### config.mk
export PLATFORM = sky130hd
export DESIGN_NAME = register_file
export DESIGN_NICKNAME = d
export VERILOG_FILES = /design/src/rtl/register_file.sv
export SDC_FILE = /design/constraint.sdc
export NUM_CORES = 2
export LEC_CHECK = 0
export CAP_MARGIN = 20
export CORE_UTILIZATION = 55
export CTS_BUF_LIST = sky130_fd_sc_hd__clkbuf_4 sky130_fd_sc_hd__clkbuf_8
export DETAILED_ROUTE_END_ITERATION = 12
export GPL_ROUTABILITY_DRIVEN = 1
export PLACE_DENSITY = 0.84
export SYNTH_ARGS = -nofsm -noshare
export SYNTH_HDL_FRONTEND = slang
export SYNTH_SLANG_ARGS = --single-unit
### constraint.sdc
create_clock -name clk -period 4.1 [get_ports clk]
set_input_delay 1.23 -clock clk [delete_from_list [all_inputs] [get_ports clk]]
set_output_delay 1.23 -clock clk [all_outputs]
set_load 0.02 [all_outputs]
### src/rtl/register_file.sv
// Register file with two combinational read ports and one clocked write port; register 0 is hard-wired to zero.
// Optional same-cycle write-to-read forwarding is enabled by defining REGFILE_BYPASS_EN.
module register_file #(
    parameter int DATA_WIDTH = 32,
    parameter int ADDR_WIDTH = 5
) (
    input  logic                  clk,
    input  logic                  resetN,
    input  logic [ADDR_WIDTH-1:0] readRegA,
    input  logic [ADDR_WIDTH-1:0] readRegB,
    input  logic [ADDR_WIDTH-1:0] writeReg,
    input  logic [DATA_WIDTH-1:0] writeData,
    input  logic                  regWrite,
    output logic [DATA_WIDTH-1:0] readDataA,
    output logic [DATA_WIDTH-1:0] readDataB
);

    localparam int                    DEPTH     = 2 ** ADDR_WIDTH;
    localparam logic [ADDR_WIDTH-1:0] ZERO_ADDR = {ADDR_WIDTH{1'b0}};
    localparam logic [DATA_WIDTH-1:0] ZERO_DATA = {DATA_WIDTH{1'b0}};

    logic [DATA_WIDTH-1:0] r_regs [DEPTH];
    logic                  r_wr_ok;
    logic                  w_we;

    // An unknown regWrite propagates to w_we and is then rejected by the if below.
    assign w_we = r_wr_ok & regWrite & (writeReg != ZERO_ADDR);

    // Write permission: held off during reset and for the edge on which reset is released.
    always_ff @(posedge clk or negedge resetN) begin
        if (!resetN) begin
            r_wr_ok <= 1'b0;
        end else begin
            r_wr_ok <= 1'b1;
        end
    end

    // Register storage: asynchronous clear, single write port.
    always_ff @(posedge clk or negedge resetN) begin
        if (!resetN) begin
            for (int i = 0; i < DEPTH; i++) begin
                r_regs[i] <= ZERO_DATA;
            end
        end else if (w_we) begin
            r_regs[writeReg] <= writeData;
        end
    end

`ifdef REGFILE_BYPASS_EN
    logic w_fwd;

    // Forwarding is qualified on a non-zero target, so address 0 can never be forwarded.
    assign w_fwd = resetN & regWrite & (writeReg != ZERO_ADDR);

    // Read ports: zero register, then storage, overridden by in-flight write data.
    always_comb begin
        readDataA = ZERO_DATA;
        readDataB = ZERO_DATA;
        if (w_fwd && (readRegA == writeReg)) begin
            readDataA = writeData;
        end else if (readRegA != ZERO_ADDR) begin
            readDataA = r_regs[readRegA];
        end else begin
            readDataA = ZERO_DATA;
        end
        if (w_fwd && (readRegB == writeReg)) begin
            readDataB = writeData;
        end else if (readRegB != ZERO_ADDR) begin
            readDataB = r_regs[readRegB];
        end else begin
            readDataB = ZERO_DATA;
        end
    end
`else
    // Read ports: zero register, otherwise the stored (pre-edge) value.
    always_comb begin
        readDataA = ZERO_DATA;
        readDataB = ZERO_DATA;
        if (readRegA != ZERO_ADDR) begin
            readDataA = r_regs[readRegA];
        end else begin
            readDataA = ZERO_DATA;
        end
        if (readRegB != ZERO_ADDR) begin
            readDataB = r_regs[readRegB];
        end else begin
            readDataB = ZERO_DATA;
        end
    end
`endif

endmodule

== Word level (Yosys, flattened, before mapping) ==
Cells that the tools add are included.
Cells by class
  bitwise gates (word level): 5
  $lt $le $gt $ge: 4
  multiplexer cells: 11
  reduce and logical (&&, ||, !) cells: 4
Operators with widths (count)
  1024-bit bitwise mux: 1
  32-bit binary-select mux with 5-bit select: 2
  32-bit two-way mux: 7
  32-bit demux with 5-bit select: 1
  6-bit >= comparator (second input constant): 3
  5-bit inverter with 6-bit output: 3
  5-bit nonzero test: 3
  6-bit by 1-bit less-than comparator with 1-bit output (second input constant): 1
  1-bit AND: 2
  1-bit logical AND: 1
Word-level totals
  word-level logic and storage cells: 57
  register bits: 1025
  input port bits: 50

== Longest topological paths before layout ==
  depth after elaboration: 6
  depth in mapped cells: 7
  gate-level depth less buffers: 4

== Least setup slack after synthesis ==
OpenSTA, ideal clock, no wires.
  path type: input port to output port
  start: in readRegB[1]
  end: out readDataB[28]
  stages: 7
  buffers on the path: 3
  path slack: -0.029 ns
  data required time: 2.870 ns
  arrival time: 2.899 ns
  path through: buf_4 buf_6 nor2b_1 clkbuf_1 a221oi_1 o21ai_0 a311oi_1
On the way
  word-level cells in the longest chain between the ends: 5
  elaborated cells between the ends (all ways): 6
  those cells by class: 4 x mux; 1 x bitwise; 1 x reduce/logical
Ends and longest elaborated chain
  start: declaration: line 10  | input logic [ADDR_WIDTH-1:0] readRegB,
  5-bit inverter with 6-bit output (not written as such): line 85  | readDataB = r_regs[readRegB];
  32-bit binary-select mux with 5-bit select: line 85
  32-bit two-way mux (not written as such) (2 in a row): line 85
  32-bit two-way mux (*): line 84  | if (readRegB != ZERO_ADDR) begin
  end: declaration: line 15  | output logic [DATA_WIDTH-1:0] readDataB
Every way passes the cells marked *; elsewhere a longest branch is shown, timed or not. The select of a mux whose other input is x is not followed.

== Worst setup path in the final report ==
  start: in readRegB[2]
  end: out readDataB[0]
Same word-level chain as after synthesis.

==> summary.md <==
| Metric | Value |
|---|---|
| Status | complete, but fails checks |
| Failing checks | negative setup slack |
| Worst Path Max Fanout | 8 |
| Max cap viols | 0 |
| Setup-failing EPs final | 64 |
| Placed Area | between 0.06 and 0.07 mm2 |
| Area occupied by multi-input gates | about 0.029 mm2 |
| GR Overflow Total | 0 |
| Total power | approximately 30 mW |
| Synth Cell Area | 0.05460 mm2 |
| Post-DP HPWL | roughly 110 mm |
| Rows | approximately 120 |
| Initial drt markers | between 7000 and 8000 |
| Share of power burned in registers | 43.3% |
| WP data arrival | ~3.5 ns |
| Commonest non-fill, non-tap cell in the layout | dfrtp_1 |
| Die ar. | between 0.1 and 0.15 mm2 |
| Post-Syn Nets | roughly 3700 |
| Wire per inst | 43.01 um |
| CTS Buffer Depth | 3 |
| Final Routed Wirelength | ~240 mm |
| Max Transition Viols Final | 0 |
| CP Class | primary input to output pin |
| Initial Util | a little under three fifths |
| Io pins | 114 |
| Hold buffers post-CTS | 0 |
| Lkg Pwr | 31.21 nW |
| DRC | 0 |
| Combinational share of power | between 20 and 25% |
| FF+latch count, synth | about 1000 |
| Register area | between 0.02 and 0.03 mm2 |
| Hold_ws | around 0.28 ns |
| Final min period | approximately 4.7 ns |
| TritonCTS Buffers | 168 |
| Clock Power Share | 35.0% |
| Clock Sink Count | between 1000 and 1500 |
| Peak VDD IR | just over 0.3 mV |
| Number of vias per cell | 8.169 |
| Routed Antenna Nets | 0 |
| Vias in the first global route | about 44000 |
| Final critical-path setup slack | -0.6118 ns |
| Setup Skew | between 0.04 and 0.05 ns |
| Largest net degree at the start of global routing | roughly 120 |
| Area grow syn2layout | 28.24% |
| GR Util All Layers | about two fifths |
| Power Dens Cells | roughly 420 mW/mm2 |
| HP Class | primary input to async pin |
| Fin nets | approximately 4200 |
| Critical Path End Type | output pin |
| P_sw | between 9 and 10 mW |
| Die Ht | about 320 um |
| Post-synth cell types | 42 |
| Initial antenna violation count | 13 |
| Design Area, Final | about 0.07 mm2 |
| DIE WIDTH | about 320 um |
| Clk root buf | clkbuf_8 |
| Vias | approximately 46000 |
| Maximum clock frequency | about 210 MHz |
| H-tree Lvls | 4 |
| Syn. warnings | 0 |
| CTS clk-pin slew, worst paths | about 0.070 ns |
| Post-Syn Instances | approximately 3600 |
| GPL Wtd Cong | 0.9096 |
| Core Box Area | about 0.098 mm2 |
| Max-slew headroom | between 10% and 20% |
| Least-Margin Pin Slew | roughly 1.3 ns |
| Worst path required time | 2.87 ns |
| Fill count | 5092 |
| Unrepaired setup endpoints after global routing | yes |
| Sequential-to-total area share from yosys stat | 46.98% |
| Most frequent cells in the layout | 1025 x dfrtp_1, 962 x mux2_2, 448 x mux4_2, 420 x buf_4, 223 x clkbuf_8 |
| Sw frac | approximately 31% |
| P_int | 20.28 mW |
| Share of cells above drive strength 1 | around 67% |
| Hold Fails Final Rpt | 0 |
| Worst skew pair latency | around 0.9 ns |
| Period Utilization, post-route | 114.9% |
| Startpoint class of the critical path | primary input |
| Mean area per synthesized cell | ~15 um2 |
| CTS tree | done |
| TritonRoute pass-1 iters | 9 |
| Port bufs | roughly 110 |
| First-pass GRT wire length | 297.1 mm |
-- flip-flops by register name (all words and copies together) (netlist names) --
signal and count:
r_regs 1024, r_wr_ok 1
-- worst max-delay path, cell delays in order --
cell and delay, ns:
buf_16 0.13, buf_12 0.16, buf_16 0.15, buf_4 0.18, mux2i_1 0.16, nand2_1 0.14
o2111ai_2 0.37, a311oi_4 0.72, buf_6 0.21
-- layer usage --
metal  track usage, %  up-vias  share of wire, %
li1                 -    15190                 -
met1            48.43    22400                30
met2            59.45     5590                40
met3            16.47     2509                17
met4            33.51       18                12
met5                0        -              0.13
-- path summary, 6_finish.rpt --
check                                to  depth (start not counted)  slack [ns]    startpoint
min                         r_regs[303]                          1        0.28        resetN
min in group clk           r_regs[1012]                          0        0.40  r_regs[1012]
min reg2reg                r_regs[1012]                          0        0.40  r_regs[1012]
max reg2reg                 r_regs[667]                          5        1.79       r_wr_ok
max in group asynchronous   r_regs[602]                          2        2.67        resetN
max                        readDataB[0]                          9       -0.61   readRegB[2]
-- Yosys cell counts --
cell type,number,area (um2)
dfrtp_1,1025,25650
mux2_2,993,11180
mux4_2,448,10090
clkbuf_1,221,829.6
buf_2,162,810.8
mux2i_1,128,1281
o21ai_0,103,515.5
nor2b_1,70,437.9
a211oi_1,64,480.5
a22oi_1,64,480.5
a311oi_1,64,560.5
a221oi_1,48,420.4
nand2_1,40,150.1
buf_4,38,285.3
mux2_1,33,371.6
mux2_4,30,450.4
nor2_1,19,71.32
o2111ai_1,16,140.1
o21ai_1,9,45.04
nor2_2,6,37.54
nand2b_1,5,31.28
buf_1,4,15.01
buf_6,4,45.04
nand3_1,4,20.02
and2_1,3,18.77
nor3_2,3,30.03
or2_2,3,18.77
inv_1,2,7.510
nor3_1,2,10.01
or3_1,2,12.51
or4_1,2,15.01
and3_1,1,6.260
and4_1,1,8.760
clkbuf_2,1,5.000
conb_1,1,3.750
nand2_2,1,6.260
nand3b_1,1,7.510
nand4_1,1,6.260
nor3_4,1,16.27
nor4_1,1,6.260
or2_1,1,6.260
or3b_4,1,11.26
-- power by group through the flow --
stage	Clock, mW	Sequential, mW	Combinational, mW
after floorplan	0	12.1	3.35
after global placement	0	12.4	4.70
after detailed placement	0	12.5	4.86
after CTS	9.93	12.3	5.44
after global routing	10.6	12.7	6.49
final	10.3	12.7	6.40
-- per-stage QoR --
| stage | setup WS [ns] | utilization, % | setup TNS (ns) | cells |
|---|---|---|---|---|
| 4_1_cts | -0.2023 | 69.10 | -5.244 | 5496 |
| 6_report | -0.6118 | 71.14 | -14.98 | 5595 |
| 5_1_grt | -0.5826 | 71.11 | -13.70 | 5582 |
| 3_3_place_gp | -0.9055 | 61.60 | -37.04 | 5035 |
| 3_5_place_dp | -0.8765 | 61.60 | -37.96 | 5035 |
| 2_1_floorplan | 0.01991 | - | 0 | 3626 |
-- repair_timing --
action	4_1_cts	5_1_grt
endpoints found under the setup margin	64	64
gates cloned	22	9
pin swaps	78	86
gates resized for setup	674	261
setup buffers	139	87
-- cell families (layout without fill, tap and decap cells) --
| kind of cell | after synthesis | count (layout) | synth area share, % |
|---|---|---|---|
| AO/OA/AOI/OAI | 368 | 368 | 4.840 |
| buffers and inverters | 432 | 1096 | 3.660 |
| flip-flops | 1025 | 1025 | 46.98 |
| multiplexers | 1632 | 1632 | 42.81 |
| other | 1 | 19 | 0.006868 |
| AND/OR/NAND/NOR | 168 | 168 | 1.700 |
-- cell type report --
type                    instances  area share (%)
multi-input cells            2169           42.05
inverters                       2         0.02502
flip-flops and latches       1025           36.63
clock buffers                 276           4.952
well taps                    1287           2.300
diodes                         18         0.06433
repair buffers                786           13.55
clock inverters                32          0.4217
Note: power is estimated with default switching activity, not from simulation.
